<file path="src/rtl/demux_dispatcher.sv">
// demux_dispatcher: buffers source words in a small FIFO and issues one word
// per cycle to the 8-way output demux, with a 3-bit channel select chosen by
// round-robin bursts over enabled channels or by a per-word destination tag.
// Optional feature macro: DEMUX_DISPATCH_DROP_CNT_EN builds the saturating
// counter of words discarded in directed mode; without it drop_cnt_o is 0.
module demux_dispatcher #(
   parameter int DATA_WIDTH = 32,
   parameter int FIFO_DEPTH = 4,
   parameter int BURST_LEN  = 4
) (
   input  logic                  clk_i,
   input  logic                  arstn_i,
   input  logic                  in_valid_i,
   output logic                  in_ready_o,
   input  logic [DATA_WIDTH-1:0] in_data_i,
   input  logic [2:0]            in_dest_i,
   input  logic                  mode_i,
   input  logic [7:0]            chan_en_i,
   output logic [2:0]            selector_o,
   output logic [DATA_WIDTH-1:0] channel_o,
   output logic                  strobe_o,
   output logic                  busy_o,
   output logic [7:0]            drop_cnt_o
);

   localparam int              AW        = $clog2(FIFO_DEPTH);
   localparam int              CW        = AW + 1;
   localparam int              EW        = DATA_WIDTH + 3;
   localparam logic [CW-1:0]   FULL_CNT  = CW'(FIFO_DEPTH);
   localparam logic [8:0]      BURST_MAX = 9'(BURST_LEN);

   typedef enum logic [1:0] {
      IDLE  = 2'd0,
      RUN   = 2'd1,
      STALL = 2'd2
   } state_t;

   state_t          state;

   // FIFO storage: each entry holds {dest, data}
   logic [EW-1:0]   mem [FIFO_DEPTH];
   logic [AW-1:0]   wr_ptr;
   logic [AW-1:0]   rd_ptr;
   logic [CW-1:0]   count;
   logic [CW-1:0]   count_next;

   logic            push;
   logic            pop;
   logic [DATA_WIDTH-1:0] head_data;
   logic [2:0]      head_dest;

   // Round-robin state
   logic [2:0]      ptr;
   logic [8:0]      bcnt;
   logic            mode_q;

   // Round-robin decision for the current pop
   logic [2:0]      rr_sel;
   logic [2:0]      rr_ptr_next;
   logic [8:0]      bcnt_eff;
   logic [8:0]      rr_bcnt_next;

   // Next enabled channel strictly after 'from', wrapping 7->0; if no other
   // channel is enabled the search lands back on 'from' itself.
   function automatic logic [2:0] next_enabled(input logic [2:0] from,
                                               input logic [7:0] mask);
      logic [2:0] found;
      logic [2:0] cand;
      found = from;
      // walk from the farthest offset down so the nearest enabled one wins
      for (int i = 7; i >= 1; i--) begin
         cand = from + 3'(i);
         if (mask[cand]) begin
            found = cand;
         end
      end
      return found;
   endfunction

   // Saturating 8-bit increment for the drop counter
   function automatic logic [7:0] sat_inc8(input logic [7:0] value);
      return (value == 8'hFF) ? value : value + 8'd1;
   endfunction

   assign head_data = mem[rd_ptr][DATA_WIDTH-1:0];
   assign head_dest = mem[rd_ptr][EW-1:DATA_WIDTH];

   // ready is a registered !full, so a push never targets a full FIFO
   assign push   = in_valid_i && in_ready_o;
   // the FSM leaves IDLE exactly when the FIFO holds a word; a pop also needs
   // either directed mode or at least one enabled channel
   assign pop    = (state != IDLE) && (mode_i || (chan_en_i != 8'h00));
   assign busy_o = (count != '0);

   // Occupancy after this edge
   always_comb begin
      count_next = count;
      if (push && !pop) begin
         count_next = count + CW'(1);
      end else if (!push && pop) begin
         count_next = count - CW'(1);
      end
   end

   // Channel choice and burst bookkeeping for a round-robin pop
   always_comb begin
      bcnt_eff = (mode_i != mode_q) ? 9'd0 : bcnt;
      rr_sel   = ptr;
      if (!chan_en_i[ptr]) begin
         rr_sel   = next_enabled(ptr, chan_en_i);
         bcnt_eff = 9'd0;
      end
      if (bcnt_eff + 9'd1 == BURST_MAX) begin
         rr_ptr_next  = next_enabled(rr_sel, chan_en_i);
         rr_bcnt_next = 9'd0;
      end else begin
         rr_ptr_next  = rr_sel;
         rr_bcnt_next = bcnt_eff + 9'd1;
      end
   end

   // FIFO storage write; contents need no reset since count gates every read
   always_ff @(posedge clk_i) begin
      if (push) begin
         mem[wr_ptr] <= {in_dest_i, in_data_i};
      end
   end

   // FIFO pointers and occupancy
   always_ff @(posedge clk_i) begin
      if (!arstn_i) begin
         wr_ptr <= '0;
         rd_ptr <= '0;
         count  <= '0;
      end else begin
         if (push) begin
            wr_ptr <= wr_ptr + AW'(1);
         end
         if (pop) begin
            rd_ptr <= rd_ptr + AW'(1);
         end
         count <= count_next;
      end
   end

   // Registered ready: no bypass, so a pop on a full FIFO frees space next cycle
   always_ff @(posedge clk_i) begin
      if (!arstn_i) begin
         in_ready_o <= 1'b0;
      end else begin
         in_ready_o <= (count_next != FULL_CNT);
      end
   end

   // Dispatch FSM: state, round-robin pointer/burst count and demux outputs
   always_ff @(posedge clk_i) begin
      if (!arstn_i) begin
         state      <= IDLE;
         ptr        <= 3'd0;
         bcnt       <= 9'd0;
         mode_q     <= 1'b0;
         selector_o <= 3'd0;
         channel_o  <= '0;
         strobe_o   <= 1'b0;
      end else begin
         mode_q    <= mode_i;
         strobe_o  <= 1'b0;
         channel_o <= '0;
         if (mode_i != mode_q) begin
            bcnt <= 9'd0;
         end
         if (pop) begin
            if (!mode_i) begin
               ptr        <= rr_ptr_next;
               bcnt       <= rr_bcnt_next;
               selector_o <= rr_sel;
               channel_o  <= head_data;
               strobe_o   <= 1'b1;
            end else if (chan_en_i[head_dest]) begin
               selector_o <= head_dest;
               channel_o  <= head_data;
               strobe_o   <= 1'b1;
            end
         end
         case (state)
            IDLE: begin
               if (push) begin
                  state <= RUN;
               end
            end
            RUN, STALL: begin
               if (count_next == '0) begin
                  state <= IDLE;
               end else if (!mode_i && (chan_en_i == 8'h00)) begin
                  state <= STALL;
               end else begin
                  state <= RUN;
               end
            end
            default: begin
               state <= IDLE;
            end
         endcase
      end
   end

`ifdef DEMUX_DISPATCH_DROP_CNT_EN
   logic drop;

   assign drop = pop && mode_i && !chan_en_i[head_dest];

   // Count words discarded because their destination channel is disabled
   always_ff @(posedge clk_i) begin
      if (!arstn_i) begin
         drop_cnt_o <= 8'd0;
      end else if (drop) begin
         drop_cnt_o <= sat_inc8(drop_cnt_o);
      end
   end
`else
   assign drop_cnt_o = 8'd0;
`endif

endmodule

</file>
<file path="config.mk">
export PLATFORM = sky130hd
export DESIGN_NAME = demux_dispatcher
export DESIGN_NICKNAME = d
export VERILOG_FILES = /design/src/rtl/demux_dispatcher.sv
export SDC_FILE = /design/constraint.sdc
export NUM_CORES = 1
export LEC_CHECK = 0
export ABC_CLOCK_PERIOD_IN_PS = 5100
export BUFFER_PORTS_ARGS = -buffer_cell sky130_fd_sc_hd__clkbuf_2
export CORE_MARGIN = 3
export CORE_UTILIZATION = 53
export CTS_BUF_LIST = sky130_fd_sc_hd__clkbuf_16
export CTS_CLUSTER_SIZE = 30
export DETAILED_ROUTE_END_ITERATION = 8
export HOLD_SLACK_MARGIN = 0.06
export PLACE_DENSITY = 0.75
export REMOVE_ABC_BUFFERS = 1
export SETUP_SLACK_MARGIN = 0.15
export SLEW_MARGIN = 40
export SYNTH_ARGS = -nofsm -noshare
export SYNTH_HDL_FRONTEND = slang
export SYNTH_SLANG_ARGS = --single-unit
</file>
<file path="constraint.sdc">
create_clock -name clk_i -period 5.1 [get_ports clk_i]
set_input_delay 0.51 -clock clk_i [delete_from_list [all_inputs] [get_ports clk_i]]
set_output_delay 0.51 -clock clk_i [all_outputs]
set_load 0.01 [all_outputs]
</file>
# Word-level counts from Yosys, hierarchy flattened
# Memory sizes are Yosys's and may differ from the RTL's. A register that Yosys moved wholly into a read port is not among the register bits.
# Index checks and enable logic that the tools add are counted.
[classes]
n_addsub = 19
order_cmp = 16
n_eq_ne = 7
mux = 69
bitwise_logic = 1
n_reduce_logical = 19
[op_table]
columns = ["op", "count"]
rows = [
  ["$lt 3x4->1 const B", 16],
  ["$mux 32", 2],
  ["$mux 3", 20],
  ["$bmux 1 s3", 16],
  ["$mux 9", 5],
  ["$add 3x3->3 const B", 8],
  ["$mux 1", 20],
  ["$add 3x2->3 const B", 4],
  ["$mux 2", 5],
  ["$add 3x1->3 const B", 3],
  ["$add 9x1->9 const B", 1],
  ["$eq 9x3->1 const B", 1],
  ["$logic_not 8->1", 1],
  ["$reduce_bool 8->1", 1],
  ["$reduce_and 2->1", 3],
  ["$logic_and 1x1->1", 5],
  ["$add 2x1->2 const B", 2],
  ["$pmux 2 s2", 1],
  ["$logic_not 1->1", 3],
  ["$logic_not 3->1", 1],
  ["$ne 3x3->1 const B", 1],
  ["$reduce_bool 3->1", 1],
  ["$sub 3x1->3 const B", 1],
  ["$eq 2x1->1 const B", 1],
  ["9 further kinds", 9],
]
[totals]
reg_bits = 59
mem_bits_rw = 140
input_bits = 47
output_inout_bits = 46
wordCells = 143
memories = 1
[mem_list]
columns = ["memory", "depth", "word_bits", "rd", "rd_clocked_by_memory_dff", "wr", "line_no", "text"]
rows = [
  ["mem", 4, 35, 1, 1, 1, "41", "logic [EW-1:0] mem [FIFO_DEPTH];"],
]

# Logic depth before layout (Yosys ltp)
[logic_depth]
ltp_word = 22
ltp_mapped = 25
ltp_nobuf = 19

# Worst setup path after synthesis
# No wires, ideal clock.
[synth_timing]
path_kind = "register to register"
from = "register ptr[0]"
to = "register ptr[0]"
setup_time_ns = 0.120
arrival_time_ns = 4.840
required_time_ns = 4.980
setup_slack_ns = 0.140
path_stages_with_launch = 22
n_path_buf = 5
synth_period_minus_slack_ns = 4.960
path_cell_list = "dfxtp_1 buf_6 buf_6 inv_1 ha_1 buf_4 mux4_2 mux2_2 a21oi_1 o31ai_2 a211oi_2 buf_6 buf_4 inv_1 ha_1 mux4_2 mux2i_1 a21oi_1 a221o_1 a21oi_1 nor4_1 a211o_1"
[synth_between]
elab_chain_cells = 22
elab_cells_between_ends = 63
classes_between = "add/sub: 15; eq/ne: 1; mux: 47"
[synth_rtl]
columns = ["item", "line_no", "text"]
rows = [
  ["from (decl)", "53", "logic [2:0] ptr;"],
  ["from (signal assigned)", "174", "ptr <= rr_ptr_next;"],
  ["$add 3x3->3", "72", "cand = from + 3'(i);"],
  ["$bmux 1 s3", "73", "if (mask[cand]) begin"],
  ["$mux 1 (implied by the code)", "73", ""],
  ["$mux 3 (7 in a row)", "73", ""],
  ["$mux 3", "109", "if (!chan_en_i[ptr]) begin"],
  ["$add 3x3->3", "72", ""],
  ["$bmux 1 s3", "73", ""],
  ["$mux 1 (implied by the code)", "73", ""],
  ["$mux 3 (7 in a row)", "73", ""],
  ["$mux 3 (*)", "113", "if (bcnt_eff + 9'd1 == BURST_MAX) begin"],
]
# Mark *: on every way between the ends. The rest lies on a longest branch, timed or not. The select of a mux whose other input is x is not followed.
# A chain may end at the register's enable or synchronous reset.

# Worst setup path in the final report
# Ends and elaborated chain as after synthesis.

==> results <==
- The clock sink count is 201.
- The total die area is 19,300 um^2.
- Counting along the longest clock path gives a buffer depth of 3.
- The initial cell density of the core is 55.2%.
- The overall die width is 139 um.
- The part of the cycle the worst path needs is 91.1%.
- The flow ran to the end, and the final reports show no timing, DRC or antenna violations.
- 0 antenna diodes ended up in the layout.
- The type of origin of the critical path is a register.
- In the layout the commonest cells are sky130_fd_sc_hd__edfxtp_1 (140), sky130_fd_sc_hd__clkbuf_2 (84), sky130_fd_sc_hd__dfxtp_1 (59), sky130_fd_sc_hd__mux4_2 (48), sky130_fd_sc_hd__and3_1 (38).
- Pin placement for this block handled 93 I/O pins.
- For the worst setup path, the data arrival time is 5.02 ns.
- The number of synthesized register bits is 201.
- The first routing iteration left 462 violations.
- The tightest min-delay check is of the input port to register type.
- The max-slew violation count is 0.
- In this run the worst path has a maximum fanout of 10.
- In the synthesized netlist the dominant register cell turns out to be sky130_fd_sc_hd__edfxtp_1.
- The TritonCTS clock tree is done.
- The clock latency on the worst-skew pair is 0.49 ns.
- The clock transition time at the flip-flop clock pins of the worst setup and hold paths is 0.07 ns.
- The number of antenna violations at the first check in global routing is 0.
- The quantity of hold-fixing buffers added after cts is 0.
- The final net count is 804.
- The post-detailed-placement cell area is 9890 um^2.
- Total power for the finished layout comes to 4.32 mW.
- The number of enable flip-flop cells after synthesis is 140.
- The number of H-tree levels is 1.
- During placement, the flow inserted port buffers numbering 84.
- The maximum frequency from static timing analysis is 0.215 GHz.
- The largest net degree at the start of global routing is 39.
- The row count is 47.
- The routed design has 20.5 mm of wire.
- The synthesized netlist cell count is 670.
- The clock skew is 0.0138 ns.
- Dividing the detail-routed wire length by the instance count gives 21.0 um.
- The via density per instance is 6.19.
- The final weighted congestion in routability-driven placement is 0.924.
- The count of antenna-violating nets left after detailed routing is 0.
- The setup path with the least slack is of type register to register.
- The number of setup violations in the final report is 0.
- The highest ir drop seen on vdd is 431 uV.
- The max-capacitance violation count is 0.
- The synthesized area per cell is 13.9 um^2.
- The global router's overall resource usage is 20.8%.
- The first-pass GRT wire length is 32.7 mm.
- Of the cells placed in the final design, the portion with a size suffix greater than 1 is 28.4%.
- The cell at the root of the clock tree is sky130_fd_sc_hd__clkbuf_16.
- The number of buffers created by CTS is 20.
- Sequential cells were found to cover 58.1% of the synthesized design area.
- The total count of hold-check failures in the final report is 0.
- The endpoint required time on the critical path is 5.48 ns.
- After floorplanning, the core was sized to cover 16,900 um^2.
- The number of global-route vias before repair is 6,170.
- After synthesis the cells add up to 9340 um^2.
- The overall overflow remaining after global route is 0.
- At the pin with the least slew margin, the transition time is 0.680 ns.
- The total vias in the final route is 6,047.
- After legalization and detailed placement, the total HPWL measured 12.5 mm.
- After routing the design area is 10,600 um^2.
- For this run, the number of Yosys warnings is 0.
- Compared with the post-synthesis result, the final layout area differs by 13.0%.
- The post-route minimum period is 4.64 ns.
- The cell leakage power is 3.96 nW.
- The power per unit of standard cell area is 409 nW/um^2.
- The die is 139 um tall.
- The netlist uses 72 different library cells.
- After detailed routing, the number of remaining DRC violations is 0.
- Before antenna repair, the detailed router went through 5 iterations.
- The library cell used most frequently in the layout, excluding fill and tap cells, is sky130_fd_sc_hd__edfxtp_1.
- The worst setup path is captured at a register.
- Measured against its own limit, the worst slew margin works out to 53.5%.
- The proportion of synthesized flip-flops having asynchronous set or reset is 0%.
- Setup repair after global routing left no endpoint under its margin.
-- cells by family after synthesis --
| logic type | count (synthesis) | share of synthesized area, % |
|---|---|---|
| AO/OA/AOI/OAI | 110 | 8.65 |
| XOR/XNOR | 15 | 1.41 |
| adder cells (fa/ha/maj) | 14 | 1.87 |
| buffers and inverters | 72 | 4.06 |
| flip-flops | 201 | 58.1 |
| multiplexers | 91 | 16.7 |
| other | 1 | 0.0401 |
| AND/OR/NAND/NOR | 166 | 9.21 |
-- power breakdown --
part / internal [mW] / leakage, nW / switching, mW / total [mW]
logic: 0.461 / 1.87 / 0.587 / 1.05
registers: 1.82 / 1.77 / 0.0393 / 1.86
clock network: 0.806 / 0.325 / 0.602 / 1.41
-- synth_stat cells, types with 5 or more instances --
library cell / number / area, um^2
sky130_fd_sc_hd__edfxtp_1: 140 / 4200
sky130_fd_sc_hd__dfxtp_1: 61 / 1220
sky130_fd_sc_hd__mux4_2: 48 / 1080
sky130_fd_sc_hd__and3_1: 42 / 263
sky130_fd_sc_hd__nand2_1: 36 / 135
sky130_fd_sc_hd__nor2_1: 30 / 113
sky130_fd_sc_hd__clkbuf_1: 29 / 109
sky130_fd_sc_hd__mux2i_1: 25 / 250
sky130_fd_sc_hd__a21oi_1: 19 / 95.1
sky130_fd_sc_hd__o21ai_0: 17 / 85.1
sky130_fd_sc_hd__inv_1: 16 / 60.1
sky130_fd_sc_hd__ha_1: 14 / 175
sky130_fd_sc_hd__buf_4: 13 / 97.6
sky130_fd_sc_hd__mux2_2: 13 / 146
sky130_fd_sc_hd__and2_1: 11 / 68.8
sky130_fd_sc_hd__nand3_1: 11 / 55.1
sky130_fd_sc_hd__xnor2_1: 11 / 96.3
sky130_fd_sc_hd__nor3_1: 10 / 50.1
sky130_fd_sc_hd__o211a_1: 8 / 80.1
sky130_fd_sc_hd__a21boi_0: 7 / 52.6
sky130_fd_sc_hd__buf_6: 6 / 67.6
sky130_fd_sc_hd__o22ai_1: 6 / 37.5
sky130_fd_sc_hd__a22oi_1: 5 / 37.5
sky130_fd_sc_hd__nor2b_1: 5 / 31.3
sky130_fd_sc_hd__or3_1: 5 / 31.3
-- cell type report --
cell class,count,area (um^2)
fill,1242,6380
sequential,201,5430
multi-input combinational,404,3610
timing repair buffer,98,529
clock buffer,21,526
tap,220,275
clock inverter,15,118
inverter,18,67.6
-- state kept, by name, indices dropped and copies added, names as in the netlist, named ones only --
name and count:
mem 140, strobe_o 1, in_ready_o 1, selector_o 3, count 3, channel_o 32, mode_q 1, bcnt 9
wr_ptr 2, ptr 3, rd_ptr 2, state 2
-- path summary, 6_finish.rpt --
kind	from	end	slack [ns]	depth (start not counted)
max reg2reg	ptr[0]	ptr[0]	0.46	15
max	ptr[0]	ptr[0]	0.46	15
min	in_data_i[20]	mem[0][20]	0.24	1
min reg2reg	bcnt[1]	bcnt[1]	0.50	2
-- layer usage --
| metal | GRT usage [%] | share of wire, % | vias to the layer above |
|---|---|---|---|
| met5 | 0 | 0 | - |
| li1 | - | - | 2725 |
| met3 | 4.00 | 8.0 | 41 |
| met4 | 6.28 | 2.2 | 0 |
| met1 | 26.3 | 38 | 3026 |
| met2 | 36.7 | 52 | 255 |
-- worst max-delay path: stages, from the launching register on --
cell and delay [ns]:
sky130_fd_sc_hd__dfxtp_1 0.35, sky130_fd_sc_hd__inv_1 0.11, sky130_fd_sc_hd__ha_4 0.35, sky130_fd_sc_hd__mux4_2 0.58
sky130_fd_sc_hd__mux2_2 0.34, sky130_fd_sc_hd__a2111oi_2 0.27, sky130_fd_sc_hd__or4b_1 0.48, sky130_fd_sc_hd__nand2_2 0.10
sky130_fd_sc_hd__ha_1 0.21, sky130_fd_sc_hd__mux4_2 0.57, sky130_fd_sc_hd__mux2i_2 0.26, sky130_fd_sc_hd__a21oi_1 0.07
sky130_fd_sc_hd__a221o_1 0.30, sky130_fd_sc_hd__a21oi_1 0.18, sky130_fd_sc_hd__nor4_1 0.07, sky130_fd_sc_hd__a211o_1 0.28
-- metrics by stage --
stage | util, % | cells | setup slack, ns | hold slack [ns] | TNS, ns
floorplan | - | 623 | -1.09 | 0.463 | -3.03
global placement | 58.3 | 941 | 0.409 | 0.473 | 0
detailed placement | 58.4 | 941 | 0.326 | 0.492 | 0
CTS | 62.2 | 977 | 0.308 | 0.224 | 0
global route | 62.3 | 977 | 0.177 | 0.230 | 0
finish | 62.3 | 977 | 0.456 | 0.239 | 0
-- repair_timing --
item | CTS | global route
endpoints found under the setup margin | 0 | 2
resized for setup | 0 | 5
setup buffers | 0 | 0
Power figures use the tool's default switching activity.
